File: config.mk
export PLATFORM = sky130hd
export DESIGN_NAME = pc_exc_unit_flat
export DESIGN_NICKNAME = d
export VERILOG_FILES = /design/src/rtl/mips_pkg.sv /design/src/rtl/pc_exc_unit_if.sv /design/src/rtl/exc_prio_enc.sv /design/src/rtl/registrador.sv /design/src/rtl/pc_exc_unit.sv /design/src/flat_wrapper.sv
export SDC_FILE = /design/constraint.sdc
export NUM_CORES = 1
export LEC_CHECK = 0
export ABC_AREA = 0
export BUFFER_PORTS_ARGS = -buffer_cell sky130_fd_sc_hd__buf_4
export CORE_MARGIN = 2
export CORE_UTILIZATION = 48
export DETAILED_ROUTE_END_ITERATION = 12
export PLACE_DENSITY = 0.83
export SLEW_MARGIN = 15
export SYNTH_ARGS = -nofsm -noshare
export SYNTH_HDL_FRONTEND = slang
export SYNTH_SLANG_ARGS = --single-unit
export TNS_END_PERCENT = 50
File: constraint.sdc
create_clock -name clk -period 2.1 [get_ports clk]
set_input_delay 0.525 -clock clk [delete_from_list [all_inputs] [get_ports clk]]
set_output_delay 0.525 -clock clk [all_outputs]
set_load 0.05 [all_outputs]
File: src/rtl/mips_pkg.sv
// Shared constants and types for the multicycle MIPS PC/exception logic.
// PC_ALIGN_CHECK_EN adds an internal misaligned-PC cause and widens the cause field.
package mips_pkg;

    localparam logic [1:0] PC_SRC_ALU    = 2'd0;
    localparam logic [1:0] PC_SRC_ALUOUT = 2'd1;
    localparam logic [1:0] PC_SRC_JUMP   = 2'd2;
    localparam logic [1:0] PC_SRC_EPC    = 2'd3;

    localparam int CAUSE_OPCODE = 0;
    localparam int CAUSE_OVF    = 1;
    localparam int CAUSE_DIV0   = 2;

    localparam int DEFAULT_VEC_BASE = 253;

`ifdef PC_ALIGN_CHECK_EN
    localparam int ALIGN_EXTRA = 1;
`else
    localparam int ALIGN_EXTRA = 0;
`endif

    typedef enum logic [2:0] {
        IDLE,
        SAVE,
        VEC_RD,
        VEC_WAIT,
        LOAD
    } exc_state_e;

    // Index bits plus one valid MSB; the index must also reach the internal align cause.
    function automatic int cause_width(input int n);
        int iw;
        iw = $clog2(n + ALIGN_EXTRA);
        if (iw < 1) iw = 1;
        return iw + 1;
    endfunction

endpackage

File: src/rtl/pc_exc_unit_if.sv
// Control/bus bundle between the control unit, datapath and pc_exc_unit.
interface pc_exc_unit_if #(
    parameter int WIDTH      = 32,
    parameter int NUM_CAUSES = 3,
    parameter int CW         = mips_pkg::cause_width(NUM_CAUSES)
) ();
    logic                  pc_write;
    logic                  pc_write_cond;
    logic                  branch_taken;
    logic [1:0]            pc_src;
    logic [WIDTH-1:0]      alu_result;
    logic [WIDTH-1:0]      alu_out;
    logic [25:0]           instr_index;
    logic [NUM_CAUSES-1:0] exc_req;
    logic                  vec_rd_req;
    logic [WIDTH-1:0]      vec_addr;
    logic [7:0]            vec_rd_data;
    logic [WIDTH-1:0]      pc;
    logic [WIDTH-1:0]      epc;
    logic [CW-1:0]         cause;
    logic                  exc_busy;

    modport slave (
        input  pc_write, pc_write_cond, branch_taken, pc_src, alu_result, alu_out,
               instr_index, exc_req, vec_rd_data,
        output vec_rd_req, vec_addr, pc, epc, cause, exc_busy
    );

    modport master (
        output pc_write, pc_write_cond, branch_taken, pc_src, alu_result, alu_out,
               instr_index, exc_req, vec_rd_data,
        input  vec_rd_req, vec_addr, pc, epc, cause, exc_busy
    );
endinterface

File: src/rtl/exc_prio_enc.sv
// Lowest-index-wins priority encoder for exception requests.
module exc_prio_enc #(
    parameter int N  = 3,
    parameter int IW = 2
) (
    input  logic [N-1:0]  i_req,
    output logic [IW-1:0] o_idx,
    output logic          o_vld
);
    always_comb begin
        o_idx = '0;
        o_vld = 1'b0;
        for (int i = N - 1; i >= 0; i--) begin
            if (i_req[i]) begin
                o_idx = IW'(i);
                o_vld = 1'b1;
            end
        end
    end
endmodule

File: src/rtl/registrador.sv
// Generic load-enable register with asynchronous active-low clear.
module registrador #(
    parameter int W = 32
) (
    input  logic         clk,
    input  logic         reset,
    input  logic         i_ld,
    input  logic [W-1:0] i_d,
    output logic [W-1:0] o_q
);
    always_ff @(posedge clk or negedge reset) begin
        if (!reset)    o_q <= '0;
        else if (i_ld) o_q <= i_d;
    end
endmodule

File: src/rtl/pc_exc_unit.sv
// PC / EPC / CAUSE ownership and exception entry sequencing (save, vector fetch, redirect).
// Optional: PC_ALIGN_CHECK_EN traps misaligned PC loads as lowest-priority internal cause.
module pc_exc_unit
    import mips_pkg::*;
#(
    parameter int WIDTH      = 32,
    parameter int NUM_CAUSES = 3,
    parameter int VEC_BASE   = DEFAULT_VEC_BASE,
    parameter int MEM_LAT    = 1
) (
    input  logic         clk,
    input  logic         reset,
    pc_exc_unit_if.slave bus
);
    localparam int CW = cause_width(NUM_CAUSES);
    localparam int IW = CW - 1;

    exc_state_e       r_state, w_next;
    logic [IW-1:0]    r_idx;
    logic [2:0]       r_cnt;
    logic [7:0]       r_vec_data;
    logic [WIDTH-1:0] r_vec_addr;

    logic [WIDTH-1:0] w_pc, w_sel, w_jump, w_pc_d;
    logic [IW-1:0]    w_req_idx, w_exc_idx;
    logic             w_req_vld, w_pc_ld_req, w_misalign;
    logic             w_pc_ld, w_save, w_vec_req;

    exc_prio_enc #(.N(NUM_CAUSES), .IW(IW)) u_enc (
        .i_req (bus.exc_req),
        .o_idx (w_req_idx),
        .o_vld (w_req_vld)
    );

    assign w_jump = {w_pc[WIDTH-1:28], bus.instr_index, 2'b00};

    always_comb begin
        w_sel = bus.alu_result;
        case (bus.pc_src)
            PC_SRC_ALU:    w_sel = bus.alu_result;
            PC_SRC_ALUOUT: w_sel = bus.alu_out;
            PC_SRC_JUMP:   w_sel = w_jump;
            PC_SRC_EPC:    w_sel = bus.epc;
            default:       w_sel = bus.alu_result;
        endcase
    end

    assign w_pc_ld_req = bus.pc_write | (bus.pc_write_cond & bus.branch_taken);

`ifdef PC_ALIGN_CHECK_EN
    assign w_misalign = w_pc_ld_req & (w_sel[1:0] != 2'b00);
`else
    assign w_misalign = 1'b0;
`endif

    // External requests outrank the internal alignment trap.
    assign w_exc_idx = w_req_vld ? w_req_idx : IW'(NUM_CAUSES);

    always_comb begin
        w_next    = r_state;
        w_pc_ld   = 1'b0;
        w_pc_d    = w_sel;
        w_save    = 1'b0;
        w_vec_req = 1'b0;
        case (r_state)
            IDLE: begin
                if (w_req_vld || w_misalign) w_next = SAVE;
                else if (w_pc_ld_req)        w_pc_ld = 1'b1;
            end
            SAVE: begin
                w_save = 1'b1;
                w_next = VEC_RD;
            end
            VEC_RD: begin
                w_vec_req = 1'b1;
                w_next    = VEC_WAIT;
            end
            VEC_WAIT: begin
                if (r_cnt <= 3'd1) w_next = LOAD;
            end
            LOAD: begin
                w_pc_ld = 1'b1;
                w_pc_d  = WIDTH'(r_vec_data);
                w_next  = IDLE;
            end
            default: w_next = IDLE;
        endcase
    end

    always_ff @(posedge clk or negedge reset) begin
        if (!reset) begin
            r_state    <= IDLE;
            r_idx      <= '0;
            r_cnt      <= '0;
            r_vec_data <= '0;
            r_vec_addr <= '0;
        end else begin
            r_state <= w_next;
            if (r_state == IDLE && w_next == SAVE) r_idx <= w_exc_idx;
            if (r_state == VEC_RD) begin
                r_cnt <= 3'(MEM_LAT);
            end else if (r_state == VEC_WAIT) begin
                r_cnt <= r_cnt - 3'd1;
                if (r_cnt <= 3'd1) r_vec_data <= bus.vec_rd_data;
            end
            if (w_save) r_vec_addr <= WIDTH'(VEC_BASE) + WIDTH'(r_idx);
        end
    end

    registrador #(.W(WIDTH)) u_pc (
        .clk(clk), .reset(reset), .i_ld(w_pc_ld), .i_d(w_pc_d), .o_q(w_pc)
    );

    registrador #(.W(WIDTH)) u_epc (
        .clk(clk), .reset(reset), .i_ld(w_save), .i_d(w_pc - WIDTH'(4)), .o_q(bus.epc)
    );

    registrador #(.W(CW)) u_cause (
        .clk(clk), .reset(reset), .i_ld(w_save), .i_d({1'b1, r_idx}), .o_q(bus.cause)
    );

    assign bus.pc         = w_pc;
    assign bus.vec_addr   = r_vec_addr;
    assign bus.vec_rd_req = w_vec_req;
    assign bus.exc_busy   = (r_state != IDLE);
endmodule

File: src/flat_wrapper.sv
// flat-port wrapper written by rule: the top's interface ports become plain ports
module pc_exc_unit_flat import mips_pkg::*;
#(
    parameter int WIDTH      = 32,
    parameter int NUM_CAUSES = 3,
    parameter int VEC_BASE   = DEFAULT_VEC_BASE,
    parameter int MEM_LAT    = 1
)
  (clk, reset, bus_pc_write, bus_pc_write_cond, bus_branch_taken, bus_pc_src, bus_alu_result, bus_alu_out, bus_instr_index, bus_exc_req, bus_vec_rd_data, bus_vec_rd_req, bus_vec_addr, bus_pc, bus_epc, bus_cause, bus_exc_busy);
  pc_exc_unit_if #(.WIDTH(WIDTH), .NUM_CAUSES(NUM_CAUSES)) bus_i ();
  input  logic clk;
  input  logic reset;
  input wire logic [$bits(bus_i.pc_write)-1:0] bus_pc_write;
  input wire logic [$bits(bus_i.pc_write_cond)-1:0] bus_pc_write_cond;
  input wire logic [$bits(bus_i.branch_taken)-1:0] bus_branch_taken;
  input wire logic [$bits(bus_i.pc_src)-1:0] bus_pc_src;
  input wire logic [$bits(bus_i.alu_result)-1:0] bus_alu_result;
  input wire logic [$bits(bus_i.alu_out)-1:0] bus_alu_out;
  input wire logic [$bits(bus_i.instr_index)-1:0] bus_instr_index;
  input wire logic [$bits(bus_i.exc_req)-1:0] bus_exc_req;
  input wire logic [$bits(bus_i.vec_rd_data)-1:0] bus_vec_rd_data;
  output wire logic [$bits(bus_i.vec_rd_req)-1:0] bus_vec_rd_req;
  output wire logic [$bits(bus_i.vec_addr)-1:0] bus_vec_addr;
  output wire logic [$bits(bus_i.pc)-1:0] bus_pc;
  output wire logic [$bits(bus_i.epc)-1:0] bus_epc;
  output wire logic [$bits(bus_i.cause)-1:0] bus_cause;
  output wire logic [$bits(bus_i.exc_busy)-1:0] bus_exc_busy;
  assign bus_i.pc_write = bus_pc_write;
  assign bus_i.pc_write_cond = bus_pc_write_cond;
  assign bus_i.branch_taken = bus_branch_taken;
  assign bus_i.pc_src = bus_pc_src;
  assign bus_i.alu_result = bus_alu_result;
  assign bus_i.alu_out = bus_alu_out;
  assign bus_i.instr_index = bus_instr_index;
  assign bus_i.exc_req = bus_exc_req;
  assign bus_i.vec_rd_data = bus_vec_rd_data;
  assign bus_vec_rd_req = bus_i.vec_rd_req;
  assign bus_vec_addr = bus_i.vec_addr;
  assign bus_pc = bus_i.pc;
  assign bus_epc = bus_i.epc;
  assign bus_cause = bus_i.cause;
  assign bus_exc_busy = bus_i.exc_busy;
  pc_exc_unit #(.WIDTH(WIDTH), .NUM_CAUSES(NUM_CAUSES), .VEC_BASE(VEC_BASE), .MEM_LAT(MEM_LAT)) u_core (.clk(clk), .reset(reset), .bus(bus_i));
endmodule
==> flow_summary.ini <==
[outcome]
status = finished clean

[sta]
worst_slack_ns = 0.133
worst_pin_slew_ns = 0.741
rsz0062_at_grt = no
hold_viol = 0
max_freq_mhz = 508
min_period_ns = 1.97
whs_ns = 0.148
finalCritPeriodShare = 0.937
clock_skew_ns = 0.0127
max-slew-margin-rel = 0.506
tns_ns = 0
slew_viol_final = 0
setup_viol = 0

[route]
ant_nets = 0
wire_per_inst_um = 17.5
vias = 4128
drc_errors = 0
first_pass_iters = 4
postRouteWirelength_mm = 13.3
vias_per_cell = 5.45
drtIter0Drc = 199

[worst_setup_path]
reg2regPathDepth = 5
critical_path_required_ns = 1.57
worst_path_largest_cell_delay_ns = 0.46
critPathMaxFanout = 8
crit_cells = 3
setup.worst_path.end_class = output pin
cp.arrival_ns = 1.44
crit_type = flip-flop to output pin
start_kind = flip-flop
cp_cell_sequence = nor3_1 -> inv_1 -> buf_4
worst_path_max_delay_cell = dfrtp_1
path_delay_family = flip-flops
crit_buf_inv = 2

[layout]
layout-area-overhead-vs-synth_pct = 35.3
seq_area_mm2 = 0.00218
fin_util = 0.668
antenna_cells = 0
fin_area_mm2 = 0.00650
multi_input_area_mm2 = 0.00235
layout-drive-gt1-share = 0.422
nets = 732
fillers = 761

[logic_synthesis]
synth_most_common_cell = dfrtp_1
async_flop_share = 1.00
syn-cell-area_mm2 = 0.00480
synth_cell_types = 46
yosysTopAreaCellShare = 0.453
yosys.area.top_type = dfrtp_1
avgSynthCellArea_um2 = 10.8
ys_top_cells_by_area = dfrtp_1 (45%), mux4_2 (12%), nand2_1 (5.0%), buf_4 (4.7%), a22o_1 (4.4%)
yosysSeqAreaShare = 0.453
syn-instance-count = 444
synth.top_cells.by_count = dfrtp_1 (87), nand2_1 (64), o21ai_0 (39)
synth_edf_count = 0
yosysWarnings = 0
ys_ff_latch = 87
synth_ff_type = dfrtp_1

[clock_network]
cts_max_path_buffers = 2
cts_max_level = 3
cts_setup_buffers = 0
path_clk_slew_ns = 0.09
root_buffer = clkbuf_8
clock_latency_ns = 0.35
cts_tree = done
numCtsBuffers = 9
cts_hold_buf = 0
cts_sinks = 87

[placement]
dpl-instance-area_mm2 = 0.00628
gp_congestion = 0.861
dp_hpwl_mm = 9.92
io_buffers = 185
post-place-ws_ns = 0.0279

[floorplanning]
die_area_mm2 = 0.0108
initial_core_util = 0.494
row_count = 36
coreArea_mm2 = 0.00973
io_pins = 209
die_y_um = 104
die_w_um = 104

[global_routing]
grt_max_degree = 88
grt_overflow = 0
grtUsageTotal = 0.248
grt_pass1_vias = 4137
grt_pass1_wl_mm = 21.2
antenna_found_initial = 0

[power_and_ir_drop]
netSwitchingPower_mw = 5.68
power_frac_clock = 0.109
power.leakage_nw = 3.10
p_sw_frac = 0.521
power_per_cell_area_mw_per_mm2 = 1680
intPower_mw = 5.23
p_seq_frac = 0.303
combPwrFrac = 0.588
ir_drop_v = 0.00123

[worst_hold_path]
hold_class = input port to async pin

[run]
cap_violations = 0
cells by family (layout without fill, tap and decap cells):
family | after synthesis | count (layout) | synth area share
adder cells (fa/ha/maj) | 4 | 4 | 0.0104
AO/OA/AOI/OAI | 89 | 89 | 0.122
flip-flops | 87 | 87 | 0.453
XOR/XNOR | 24 | 24 | 0.0438
multiplexers | 41 | 41 | 0.155
buffers and inverters | 70 | 229 | 0.0792
other | 1 | 23 | 0.000781
AND/OR/NAND/NOR | 128 | 128 | 0.135
worst paths after layout:
check	endpoint	slack [ns]	from
worst max-delay path	bus_exc_busy	0.13	u_core.r_state[2]
worst min-delay path	u_core.r_idx[1]	0.15	reset
worst max register to register	u_core.u_epc.o_q[31]	0.15	u_core.u_pc.o_q[27]
worst min register to register	u_core.bus.vec_addr[1]	0.49	u_core.bus.vec_addr[1]
max in group asynchronous	u_core.r_vec_data[7]	1.53	reset
min in group clk	u_core.r_idx[0]	0.37	bus_exc_req[0]
layer usage:
layer,up-vias,global-route usage,part of all wire
met2,171,0.435,0.52
met1,2054,0.305,0.39
li1,1889,-,-
met4,0,0.0666,0.012
met5,-,0,0
met3,14,0.0627,0.076
layout by cell type, fill, tap and decap left out, drive strengths merged, types with 2 or more instances in the layout:
cell	count
buf	200
dfrtp	87
nand2	64
o21ai	43
mux4	26
a22o	25
conb	23
nor2	22
xnor2	18
inv	13
clkbuf	11
nor3	10
a21oi	8
mux2	8
nor4	8
mux2i	7
a222oi	6
xor2	6
nor2b	4
ha	4
or3	4
clkinv	4
nand2b	3
and2	3
o22ai	2
nand3b	2
a31oi	2
nand4b	2
or4	2
flip-flops by register name, indices dropped and copies added (netlist names):
name / flops
u_core.bus.vec_addr: 4
u_core.r_cnt: 3
u_core.r_idx: 2
u_core.r_state: 3
u_core.r_vec_data: 8
u_core.u_cause.o_q: 3
u_core.u_epc.o_q: 32
u_core.u_pc.o_q: 32
repair_timing:
action | in CTS | in global routing
gates resized for setup | 0 | 2
hold endpoints to repair | 0 | 0
setup endpoints to repair | 0 | 2
layout make-up:
| cell class | instances | share of cell area |
|---|---|---|
| clock buffer | 11 | 0.0218 |
| clock inverter | 5 | 0.00886 |
| inverter | 13 | 0.00751 |
| multi-input combinational | 309 | 0.362 |
| sequential | 87 | 0.335 |
| tap | 133 | 0.0256 |
| timing repair buffer | 200 | 0.239 |
power groups by stage:
stage | registers [mW] | logic [mW] | clock network [mW]
CTS | 3.28 | 6.39 | 1.21
floorplan | 5.08 | 2.65 | 0
global placement | 3.25 | 6.23 | 0
global route | 3.41 | 6.83 | 1.27
finish | 3.31 | 6.42 | 1.19
detailed placement | 3.30 | 6.38 | 0
worst register-to-register path, cell delays in order (launching register included):
cell and delay (ns):
dfrtp_1 0.43, or4_4 0.57, or3_4 0.36, nor4_4 0.23
xnor2_1 0.17, o21ai_2 0.07
through the flow:
stage          std cells  power [mW]
2_1_floorplan        466        7.73
3_3_place_gp         742        9.48
3_5_place_dp         742        9.67
4_1_cts              758        10.9
5_1_grt              758        11.5
6_report             758        10.9
No activity file was read; power rests on OpenSTA's default activity.
